## config.mk

```make
export PLATFORM = sky130hd
export DESIGN_NAME = crc_data_gen
export DESIGN_NICKNAME = d
export VERILOG_FILES = /design/src/rtl/crc_data_gen_pkg.sv /design/src/rtl/crc16_d32.sv /design/src/rtl/crc_data_gen.sv
export SDC_FILE = /design/constraint.sdc
export NUM_CORES = 1
export LEC_CHECK = 0
export ABC_AREA = 1
export BUFFER_PORTS_ARGS = -buffer_cell sky130_fd_sc_hd__buf_2
export CORE_MARGIN = 2
export CORE_UTILIZATION = 55
export CTS_BUF_LIST = sky130_fd_sc_hd__clkbuf_8
export CTS_CLUSTER_DIAMETER = 30
export DETAILED_ROUTE_END_ITERATION = 8
export GPL_TIMING_DRIVEN = 0
export HOLD_SLACK_MARGIN = 0.15
export PLACE_DENSITY = 0.77
export SLEW_MARGIN = 20
export SYNTH_ARGS = -nofsm -noshare
export SYNTH_HDL_FRONTEND = slang
export SYNTH_HIERARCHICAL = 1
export SYNTH_SLANG_ARGS = --single-unit
export TNS_END_PERCENT = 1
```

## constraint.sdc

```tcl
create_clock -name iClk -period 6.7 [get_ports iClk]
set_clock_uncertainty 0.15 [all_clocks]
set_input_delay 0.67 -clock iClk [delete_from_list [all_inputs] [get_ports iClk]]
set_output_delay 0.67 -clock iClk [all_outputs]
set_load 0.02 [all_outputs]
```

## src/rtl/crc_data_gen_pkg.sv

```systemverilog
// Shared definitions for the CRC-16 data generator and its matching checker.
package crc_data_gen_pkg;

  typedef enum logic [2:0] {
    IDLE = 3'd0,
    SOP  = 3'd1,
    DATA = 3'd2,
    CRC  = 3'd3,
    EOP  = 3'd4
  } state_t;

  localparam logic [15:0] CRC_POLY          = 16'h1021;
  localparam logic [15:0] CRC_INIT          = 16'hFFFF;
  localparam int          DEFAULT_MAX_WORDS = 256;

endpackage

```

## src/rtl/crc16_d32.sv

```systemverilog
// One-step CRC-16 (poly 0x1021, MSB-first) over a full 32-bit word.
module crc16_d32
  import crc_data_gen_pkg::*;
(
  input  logic [15:0] crc,
  input  logic [31:0] data,
  output logic [15:0] crcNext
);

  logic [15:0] crcWork;

  always_comb begin
    crcWork = crc;
    for (int i = 31; i >= 0; i--) begin
      crcWork = {crcWork[14:0], 1'b0} ^ ((crcWork[15] ^ data[i]) ? CRC_POLY : 16'h0000);
    end
  end

  assign crcNext = crcWork;

endmodule

```

## src/rtl/crc_data_gen.sv

```systemverilog
// Packet generator: forwards data words with 1-cycle latency and appends a CRC-16 word.
module crc_data_gen
  import crc_data_gen_pkg::*;
#(
  parameter int MAX_WORDS = DEFAULT_MAX_WORDS
) (
  input  logic        iClk,
  input  logic        iRst,
  input  logic        iWrSop,
  input  logic        iWrEop,
  input  logic        iWrVld,
  input  logic [31:0] iWrData,
  output logic        oWrReady,
  output logic        oTxSop,
  output logic        oTxEop,
  output logic        oTxVld,
  output logic        oTxLast,
  output logic [31:0] oTxData,
  input  logic        iReady,
  output logic        oErr
);

  localparam int CW = $clog2(MAX_WORDS + 1);

  state_t        state;
  logic [15:0]   crcReg;
  logic [15:0]   crcNext;
  logic [CW-1:0] wordCnt;
  logic          wrXfer;
  logic          drain;

  assign oWrReady = (state == DATA) && (!oTxVld || iReady);
  // A word presented together with EOP is never consumed.
  assign wrXfer   = iWrVld && oWrReady && !iWrEop;
  assign drain    = oTxVld && iReady;

  crc16_d32 uCrc (
    .crc     (crcReg),
    .data    (iWrData),
    .crcNext (crcNext)
  );

  always_ff @(posedge iClk or posedge iRst) begin
    if (iRst) begin
      state   <= IDLE;
      crcReg  <= CRC_INIT;
      wordCnt <= '0;
      oTxSop  <= 1'b0;
      oTxEop  <= 1'b0;
      oTxVld  <= 1'b0;
      oTxLast <= 1'b0;
      oTxData <= '0;
      oErr    <= 1'b0;
    end else begin
      oTxSop <= 1'b0;
      oTxEop <= 1'b0;
      if (drain) begin
        oTxVld  <= 1'b0;
        oTxLast <= 1'b0;
      end
      if (iWrSop && state != IDLE) oErr <= 1'b1;

      case (state)
        IDLE: begin
          if (iWrVld) oErr <= 1'b1;
          if (iWrSop) begin
            crcReg  <= CRC_INIT;
            wordCnt <= '0;
            oTxSop  <= 1'b1;
            state   <= SOP;
          end
        end
        SOP: state <= DATA;
        DATA: begin
          if (iWrEop) begin
            if (iWrVld) oErr <= 1'b1;
            state <= CRC;
          end else if (wrXfer) begin
            if (wordCnt == CW'(MAX_WORDS)) begin
              oErr <= 1'b1;
            end else begin
              oTxData <= iWrData;
              oTxVld  <= 1'b1;
              crcReg  <= crcNext;
              wordCnt <= wordCnt + 1'b1;
            end
          end
        end
        CRC: begin
          // Load the CRC word as soon as the data slot is free, then wait for it to go.
          if (!oTxLast) begin
            if (!oTxVld || iReady) begin
              oTxData <= {16'h0000, crcReg};
              oTxVld  <= 1'b1;
              oTxLast <= 1'b1;
            end
          end else if (iReady) begin
            oTxEop <= 1'b1;
            state  <= EOP;
          end
        end
        EOP:     state <= IDLE;
        default: state <= IDLE;
      endcase
    end
  end

endmodule

```

==> results of run 1 <==
cell usage in the layout, fill, tap and decap left out, types with 2 or more instances in the layout:
cell type and n:
a21oi_1 2, buf_2 80, buf_4 5, buf_6 5, clkbuf_8 9, clkinv_4 2, dfrtp_1 49, dfstp_2 16
ha_1 2, inv_1 76, inv_2 12, inv_8 2, nand2_1 382, nand2_2 27, nand2_4 14, nand3_1 52
nand3_2 7, nand3b_1 2, nand3b_4 2, nor2_1 39, nor2_4 4, o21ai_0 4, or2_0 3, or2_1 7
or2_2 6, xnor2_1 20, xor2_1 23
cells by family after synthesis:
kind of cell             count (synthesis)  synth area share
AO/OA/AOI/OAI                           10            0.0135
buffers and inverters                  105            0.0894
AND/OR/NAND/NOR                        551             0.490
flip-flops                              65             0.322
adder cells (fa/ha/maj)                  2           0.00490
XOR/XNOR                                45            0.0801
worst min path at each step:
stage / depth (start not counted) / endpoint / slack (ns) / startpoint
after CTS: 2 / oTxData[4]$_DFFE_PP0P_ / 0.33 / oTxData[4]$_DFFE_PP0P_
after floorplan: 2 / crcReg[7]$_DFFE_PP1P_ / 0.31 / crcReg[7]$_DFFE_PP1P_
after global routing: 2 / oTxData[6]$_DFFE_PP0P_ / 0.35 / oTxData[6]$_DFFE_PP0P_
final: 2 / oTxData[10]$_DFFE_PP0P_ / 0.33 / oTxData[10]$_DFFE_PP0P_
after global placement: 2 / oTxData[4]$_DFFE_PP0P_ / 0.31 / oTxData[4]$_DFFE_PP0P_
after detailed placement: 2 / oTxData[21]$_DFFE_PP0P_ / 0.31 / oTxData[21]$_DFFE_PP0P_
cell type report:
type,instances,area (sq um)
well taps,111,139
clock inverters,7,86.3
plain buffers,16,123
clock buffers,9,124
fillers,823,3240
inverters,89,337
flip-flops and latches,65,1650
repair buffers,77,413
multi-input cells,608,3010
cell usage after synthesis (all sizes together), types with 2 or more instances:
cell,n
xor2,24
ha,2
o21ai,5
dfstp,16
xnor2,21
a21oi,2
nor2,45
nand2,423
nand3b,5
inv,89
dfrtp,49
nand3,59
buf,15
or2,17
stage by stage:
| stage | std cells | hold WS (ns) |
|---|---|---|
| CTS | 982 | 0.333 |
| floorplan | 778 | 0.310 |
| global route | 982 | 0.354 |
| finish | 982 | 0.330 |
| global placement | 964 | 0.308 |
| detailed placement | 965 | 0.309 |
state kept, by name, summed over array words and instances, names as in the netlist:
signal,flops
oTxVld,1
crcReg,16
wordCnt,9
oTxSop,1
oTxData,32
state,3
oTxLast,1
oErr,1
oTxEop,1
layer usage:
metal | wire length (um) | vias to the layer above | share of wire | GRT usage
met3 | 694 | 37 | 0.052 | 0.0376
met2 | 6380 | 145 | 0.48 | 0.482
met1 | 5750 | 2274 | 0.43 | 0.337
met4 | 514 | 0 | 0.039 | 0.113
met5 | 0 | - | 0 | 0
li1 | - | 2509 | - | -
repair_timing:
action / in CTS / in global routing
hold buffers: 1 / 0
endpoints found under the hold margin: 15 / 0
setup endpoints to repair: 0 / 0
worst max-delay path, delay by kind of cell, from the launching register on:
kind	cells	cell delay, ns
buf+inv	2	0.19
flops	1	0.60
simple gates	20	2.14
==> impl_metrics.toml, run 1 <==
[status]
outcome = "finished, final reports clean"

[sta]
period_needed_ns = 3.13
fin_setup_tns_ns = 0
post-route-period-util = 0.467
final_hold_viol_count = 0
setup_ws_ns = 3.57
setup_viol = 0
tightestPinTransition_ns = 0.433
final_max_slew_viol_count = 0
max-slew-margin-rel = 0.709
rsz0062_at_grt = "no"
max_freq_ghz = 0.320

[final_layout]
n_antenna_cell = 0
final_cell_area_sq_um = 5870
area_growth_syn_to_layout_pct = 15.0
layout.nets = 906
fin_util = 0.645
drive_above_1_share = 0.234

[synthesis]
avgSynthCellArea_sq_um = 6.57
async_reset_ff_frac = 1.00
synthCells = 778
synthTopCellsByArea = "nand2_1, dfrtp_1, dfstp_2"
netlist.area_leader.share = 0.281
synth_warnings = 6
syn-cell-area_sq_um = 5110
ys_types = 37
synth-main-ff-cell = "dfrtp_1"
ys_seq_area_frac = 0.322
ys_seq_elements = 65
synth_nets = 818
yosys.area.top_type = "nand2_1"
synth-edff-count = 0

[cts]
cts_tree = "built"
clock_path_buffers = 2
clkSinkCount = 65
root_buffer = "clkbuf_8"
cts.clk_slew.worst_paths_ns = 0.08
htree_levels = 3
cts_buffers = 9
cts-resized-gates = 0
post_cts_buffers = 0
clkLatencyLatePin_ns = 0.35

[worst_hold_path]
hold_path.class = "flip-flop to flip-flop"

[worst_setup_path]
slowest_delay_ns = 0.60
setup.worst_path.end = "crcReg[5]$_DFFE_PP1P_"
r2r-start = "crcReg[15]$_DFFE_PP1P_"
ff2ff_path_depth = 22
crit_slowest_cell = "dfstp_2"
critPathMaxFanout = 5
setup.worst_path.start_class = "flip-flop"
crit_arrival_ns = 3.26
cp-end-kind = "flip-flop"
r2r-end = "crcReg[5]$_DFFE_PP1P_"
crit_top_cell = "nand2_1"
required_ns = 6.84
regToRegSetupSlack_ns = 3.57
critical_path.startpoint = "crcReg[15]$_DFFE_PP1P_"
crit_path_cell_trace = "inv_1 > nand2_1 > nand2_1 > nand2_1 > nand2_2 > nand2_1 > nand2_1 > nand2_1 > nand2_1 > nand2_1 > nand2_2 > inv_1 > nand3_1 > nand2_2 > nand2_1 > nand2_2 > nand2_1 > nand3_1 > nand2_1 > or2_2 > nand2_1 > nand2_1"
crit_type = "flip-flop to flip-flop"

[die]
die_area_sq_um = 10100
initial_core_util = 0.561
die_w_um = 100
num_rows = 35
core_area_sq_um = 9110
ios = 76
die_h_um = 100

[place]
hpwlAfterDp_um = 10500
preCtsSetupSlack_ns = 3.31
dpl-instance-area_sq_um = 5650
io_buffers = 75
gp_congestion = 0.890

[run]
cap_viol_max_count = 0

[detailed_routing]
drc = 0
dr_total_vias = 4965
drt_iter0_markers = 242
via_per_inst = 5.06
routed_wl_um = 13300
routedWlPerCell_um = 13.6
ant_nets = 0
drt-pass1-iter-count = 5

[grt]
grt_pass1_vias = 4738
grt_max_degree = 51
antenna_found_initial = 0
grt_pass1_wl_um = 21800
grt_use_total = 0.274
grt_overflow_total = 0
Power of run 1 is not shown: default switching activity piles up to over one toggle a cycle in this logic, so the estimate is an artifact.
==> run 2, diff against run 1 <==
==> constraint.sdc (replaced) <==
create_clock -name iClk -period 2.9 [get_ports iClk]
set_clock_uncertainty 0.15 [all_clocks]
set_input_delay 0.29 -clock iClk [delete_from_list [all_inputs] [get_ports iClk]]
set_output_delay 0.29 -clock iClk [all_outputs]
set_load 0.02 [all_outputs]
==> run 2 against run 1 <==
First-iteration DRC count up 42%. Critical path depth down 5. Count of clock-buffer cells in the layout unchanged. Non-clock buffer count up 51. Final cell count up 5.2%. Via count up 9.5%. Register-to-register slack worse by 3.5 ns. Sequential share of layout area down 4.3 points. Routed wire length up 18%. Design area up 18%. Setup slack worse by 3.5 ns. Largest cell class unchanged.
==> impl_metrics.toml, run 2 (synthesized netlist as in run 1, its figures left out) <==
[grt]
grt_max_degree = 51
grt_use_total = 0.289
antenna_found_initial = 0
grt_overflow_total = 0
grt_pass1_wl_um = 22900
grt_pass1_vias = 4930

[detailed_routing]
routedWlPerCell_um = 15.2
routed_wl_um = 15700
dr_total_vias = 5436
ant_nets = 0
drt_iter0_markers = 343
drc = 0
via_per_inst = 5.26
drt-pass1-iter-count = 5

[sta]
max_freq_ghz = 0.351
post-route-period-util = 0.982
period_needed_ns = 2.85
final_max_slew_viol_count = 0
final_hold_viol_count = 0
max-slew-margin-rel = 0.700
hold_ws_ns = 0.159
fin_setup_tns_ns = 0
tightestPinTransition_ns = 0.446
setup_viol = 0
rsz0062_at_grt = "yes"

[worst_setup_path]
crit_arrival_ns = 2.98
slowest_delay_ns = 0.61
ff2ff_path_depth = 17
crit_slowest_cell = "dfstp_2"
setup.worst_path.start_class = "flip-flop"
crit_type = "flip-flop to flip-flop"
critPathMaxFanout = 4
cp-end-kind = "flip-flop"
crit_top_cell = "nand2_1"
required_ns = 3.03
crit_path_cell_trace = "xnor2_2 > nand2_1 > nand2_2 > nand2_1 > nand2_2 > buf_4 > xor2_1 > inv_1 > nand2_4 > nand3_2 > nand2_4 > inv_1 > nand2_1 > nand2_1 > or2_2 > nand2_1 > nand2_1"

[status]
outcome = "finished, final reports clean"

[die]
die_w_um = 100
core_area_sq_um = 9110
num_rows = 35
ios = 76
die_area_sq_um = 10100
initial_core_util = 0.561
die_h_um = 100

[worst_hold_path]
holdPathStages = 5
hold_path.class = "primary input to flip-flop"

[place]
hpwlAfterDp_um = 10500
gp_congestion = 0.890
io_buffers = 75
dpl-instance-area_sq_um = 5650

[cts]
clock_path_buffers = 2
clkLatencyLatePin_ns = 0.36
clkSinkCount = 65
cts.clk_slew.worst_paths_ns = 0.10
cts_buffers = 9
root_buffer = "clkbuf_8"
htree_levels = 3
cts_tree = "built"

[final_layout]
top_regs = "oTxData x32, crcReg x16, wordCnt x9"
seq_area_sq_um = 1650
largest_reg_flops = 32
multi_input_area_sq_um = 3600
layout.nets = 957
final_cell_mix = "nand2_1, buf_2, inv_1"
nFillCells = 635
area_growth_syn_to_layout_pct = 35.5
regMostFlops = "oTxData"
layout_commonest_cell = "nand2_1"
drive_above_1_share = 0.337
n_antenna_cell = 0
final_cell_area_sq_um = 6920

[run]
cap_viol_max_count = 0
## run 2: final cells by class
cell class | count | area share
clock buffer | 9 | 0.0179
inverter | 89 | 0.0490
clock inverter | 7 | 0.0125
timing repair buffer | 128 | 0.125
tap | 111 | 0.0201
buffer | 16 | 0.0177
multi-input combinational | 608 | 0.520
sequential | 65 | 0.238
## run 2: critical path, delay by kind of cell, from the launching register on
family,cells,cell delay [ns]
DFF,1,0.61
xor gates and xnor gates,2,0.41
and+or+nand+nor,12,1.30
buffers and inverters,3,0.29
## run 2: timing repair
action	in CTS	in global routing
endpoints found under the hold margin	77	0
buffers inserted	5	22
pin swaps	5	41
setup endpoints to repair	11	15
resized for setup	13	115
hold buffers	26	0
## run 2: final timing paths
kind                                         start                 endpoint  slack, ns
min                                    iWrData[28]  oTxData[28]$_DFFE_PP0P_       0.16
max                         crcReg[13]$_DFFE_PP1P_    crcReg[6]$_DFFE_PP1P_       0.05
min reg2reg                oTxData[21]$_DFFE_PP0P_  oTxData[21]$_DFFE_PP0P_       0.33
max in group asynchronous                     iRst   crcReg[15]$_DFFE_PP1P_       1.76
max reg2reg                 crcReg[13]$_DFFE_PP1P_    crcReg[6]$_DFFE_PP1P_       0.05
min in group asynchronous                     iRst  oTxData[12]$_DFFE_PP0P_       0.24
## run 2: per-stage QoR
step                      cells  utilization  setup WS [ns]
after floorplan             778            -          0.295
after global placement      964        0.617         -0.149
after detailed placement    965        0.621         -0.222
after CTS                  1012        0.681        0.00302
after global routing       1033        0.760        -0.0824
final                      1033        0.760         0.0509
## run 2: per-layer routing
metal / up-vias / track usage / routed length, um
met2: 226 / 0.506 / 7860
met1: 2549 / 0.357 / 6350
met3: 56 / 0.0383 / 872
met4: 0 / 0.121 / 658
li1: 2605 / - / -
met5: - / 0 / 0
Power of run 2 is left out for the same reason.
==> run 3, diff against run 2 <==
--- a/config.mk
+++ b/config.mk
@@ -5,7 +5,7 @@
 export SDC_FILE = /design/constraint.sdc
 export NUM_CORES = 1
 export LEC_CHECK = 0
-export ABC_AREA = 1
+export ABC_AREA = 0
 export BUFFER_PORTS_ARGS = -buffer_cell sky130_fd_sc_hd__buf_2
 export CORE_MARGIN = 2
 export CORE_UTILIZATION = 55
@@ -14,7 +14,7 @@
 export DETAILED_ROUTE_END_ITERATION = 8
 export GPL_TIMING_DRIVEN = 0
 export HOLD_SLACK_MARGIN = 0.15
-export PLACE_DENSITY = 0.77
+export PLACE_DENSITY = 0.79
 export SLEW_MARGIN = 20
 export SYNTH_ARGS = -nofsm -noshare
 export SYNTH_HDL_FRONTEND = slang
==> run 3 against run 2 <==
Non-clock buffer count shrank 26. Final cell count shrank 43%. Synthesized cell count shrank 52%. Register-to-register slack lost 0.02 ns. Via count shrank 42%. Global-route usage shrank 2.1 points. Fmax shrank 0.72%. First-iteration DRC count shrank 51%. Count of clock-buffer cells in the layout grew 1. Routed wire length shrank 35%. Flip-flop and latch count is the same. Critical endpoint unchanged.
==> impl_metrics.toml, run 3 <==
[die]
ios = 76
die_area_sq_um = 8030
num_rows = 31
core_area_sq_um = 7180
initial_core_util = 0.562
die_w_um = 89.6
die_h_um = 89.6

[cts]
cts_buffers = 9
clkSinkCount = 65
root_buffer = "clkbuf_8"
clock_path_buffers = 2
cts_tree = "built"
htree_levels = 3
clkLatencyLatePin_ns = 0.36
cts.clk_slew.worst_paths_ns = 0.07

[final_layout]
top_regs = "oTxData x32, crcReg x16, wordCnt x9"
layout.nets = 527
area_growth_syn_to_layout_pct = 25.2
layout_commonest_cell = "buf_2"
final_cell_mix = "buf_2, xnor2_1, dfrtp_1"
layout.cells.non_filler = 591
drive_above_1_share = 0.354
largest_reg_flops = 32
regMostFlops = "oTxData"
fin_util = 0.704
n_antenna_cell = 0

[sta]
rsz0062_at_grt = "yes"
tightestPinTransition_ns = 0.648
max_freq_ghz = 0.348
setup_viol = 0
period_needed_ns = 2.87
final_hold_viol_count = 0
post-route-period-util = 0.990
final_max_slew_viol_count = 0
max-slew-margin-rel = 0.567

[place]
io_buffers = 75
hpwlAfterDp_um = 7430
post-place-cells = 551
gp_congestion = 0.886

[synthesis]
yosysMostFrequentCell = "xnor2_1"
netlist.area_leader.share = 0.304
syn-cell-area_sq_um = 4030
yosys.area.top_type = "dfrtp_1"
ys_seq_elements = 65
synth-edff-count = 0
async_reset_ff_frac = 1.00
synth_commonest_cells = "xnor2_1, dfrtp_1, mux2_2, o21ai_0, nor2_1"
synth-main-ff-cell = "dfrtp_1"
synth_nets = 416
avgSynthCellArea_sq_um = 10.7
synthTopCellsByArea = "dfrtp_1, xnor2_1, dfstp_2"
ys_types = 41
synth_warnings = 6
ys_seq_area_frac = 0.408
synthCells = 376

[detailed_routing]
drt-pass1-iter-count = 4
routed_wl_um = 10200
dr_total_vias = 3152
routedWlPerCell_um = 17.3
ant_nets = 0
drc = 0
drt_iter0_markers = 169
via_per_inst = 5.33

[grt]
grt_max_degree = 37
grt_use_total = 0.267
grt_pass1_wl_um = 15600
antenna_found_initial = 0
grt_overflow_total = 0
grt_pass1_vias = 3082

[run]
cap_viol_max_count = 0

[worst_hold_path]
hold_path.class = "primary input to flip-flop"
worstHoldStart = "iWrData[3]"

[worst_setup_path]
cp-end-kind = "flip-flop"
setup.worst_path.start_class = "flip-flop"
required_ns = 3.01
crit_type = "flip-flop to flip-flop"
crit_arrival_ns = 2.98
r2r-start = "crcReg[15]$_DFFE_PP1P_"
critPathMaxFanout = 3
critical_path.startpoint = "crcReg[15]$_DFFE_PP1P_"

[status]
outcome = "finished, final reports clean"
[run 3: changes by cell type after synthesis, moves of 9 or more]
cell     delta
mux2_2     +30
inv_2      -12
xor2_1      -9
xnor3_1     +9
nand2_1   -362
nand2_4    -14
nand3_1    -33
o21ai_0    +25
inv_1      -55
a21oi_1     +9
nor2_1     -14
xnor2_1    +38
nand2_2    -27
[run 3: path summary, 6_finish.rpt]
path | end | cells after the start | slack [ns]
max | crcReg[6]$_DFFE_PP1P_ | 8 | 0.03
min | oTxData[3]$_DFFE_PP0P_ | 3 | 0.16
max reg2reg | crcReg[6]$_DFFE_PP1P_ | 8 | 0.03
min reg2reg | oTxData[11]$_DFFE_PP0P_ | 1 | 0.34
max in group asynchronous | crcReg[7]$_DFFE_PP1P_ | 4 | 1.69
min in group asynchronous | oTxData[4]$_DFFE_PP0P_ | 3 | 0.32
[run 3: repair_timing]
action / CTS / global route
hold buffers: 19 / 0
pin swaps: 0 / 4
buffers inserted: 0 / 5
resized for setup: 3 / 10
endpoints found under the setup margin: 15 / 30
endpoints found under the hold margin: 81 / 0
cloned: 0 / 0
[run 3: layer usage]
layer	GRT usage	vias up	wire length, um
li1	-	1491	-
met1	0.375	1558	4720
met2	0.422	89	4860
met3	0.0384	14	484
met4	0.104	0	140
met5	0	-	0
[run 3: stage by stage]
| stage | worst slack, ns | hold WS [ns] | TNS, ns | area (sq um) |
|---|---|---|---|---|
| floorplan | 0.212 | 0.271 | 0 | 4030 |
| global placement | -0.0967 | 0.309 | -0.541 | 4530 |
| detailed placement | -0.137 | 0.163 | -1.50 | 4550 |
| CTS | -0.0233 | 0.152 | -0.0261 | 4940 |
| global route | -0.0919 | 0.167 | -0.715 | 5050 |
| finish | 0.0301 | 0.163 | 0 | 5050 |
[run 3: final cells by class]
class	count	area (sq um)
inverters	22	85.1
fillers	537	2130
multi-input cells	271	2300
repair buffers	100	623
clock inverters	6	43.8
clock buffers	10	138
plain buffers	18	85.1
flip-flops and latches	65	1650
well taps	99	124
[run 3: logic make-up (layout without fill, tap and decap cells)]
group | Yosys count | in the layout | synth area share
XOR/XNOR | 94 | 94 | 0.271
buffers and inverters | 40 | 156 | 0.0413
multiplexers | 36 | 36 | 0.0993
AND/OR/NAND/NOR | 89 | 89 | 0.105
adder cells (fa/ha/maj) | 2 | 2 | 0.00620
AO/OA/AOI/OAI | 50 | 50 | 0.0686
flip-flops | 65 | 65 | 0.408
[run 3: critical path: stages, from the launching register on]
cell	delay (ns)
dfstp_2	0.59
xor2_4	0.23
xnor3_2	0.51
xor3_1	0.45
xnor2_2	0.28
xnor2_4	0.18
xnor3_1	0.25
nand2_1	0.07
o21ai_0	0.08
Power of run 3 is left out for the same reason.
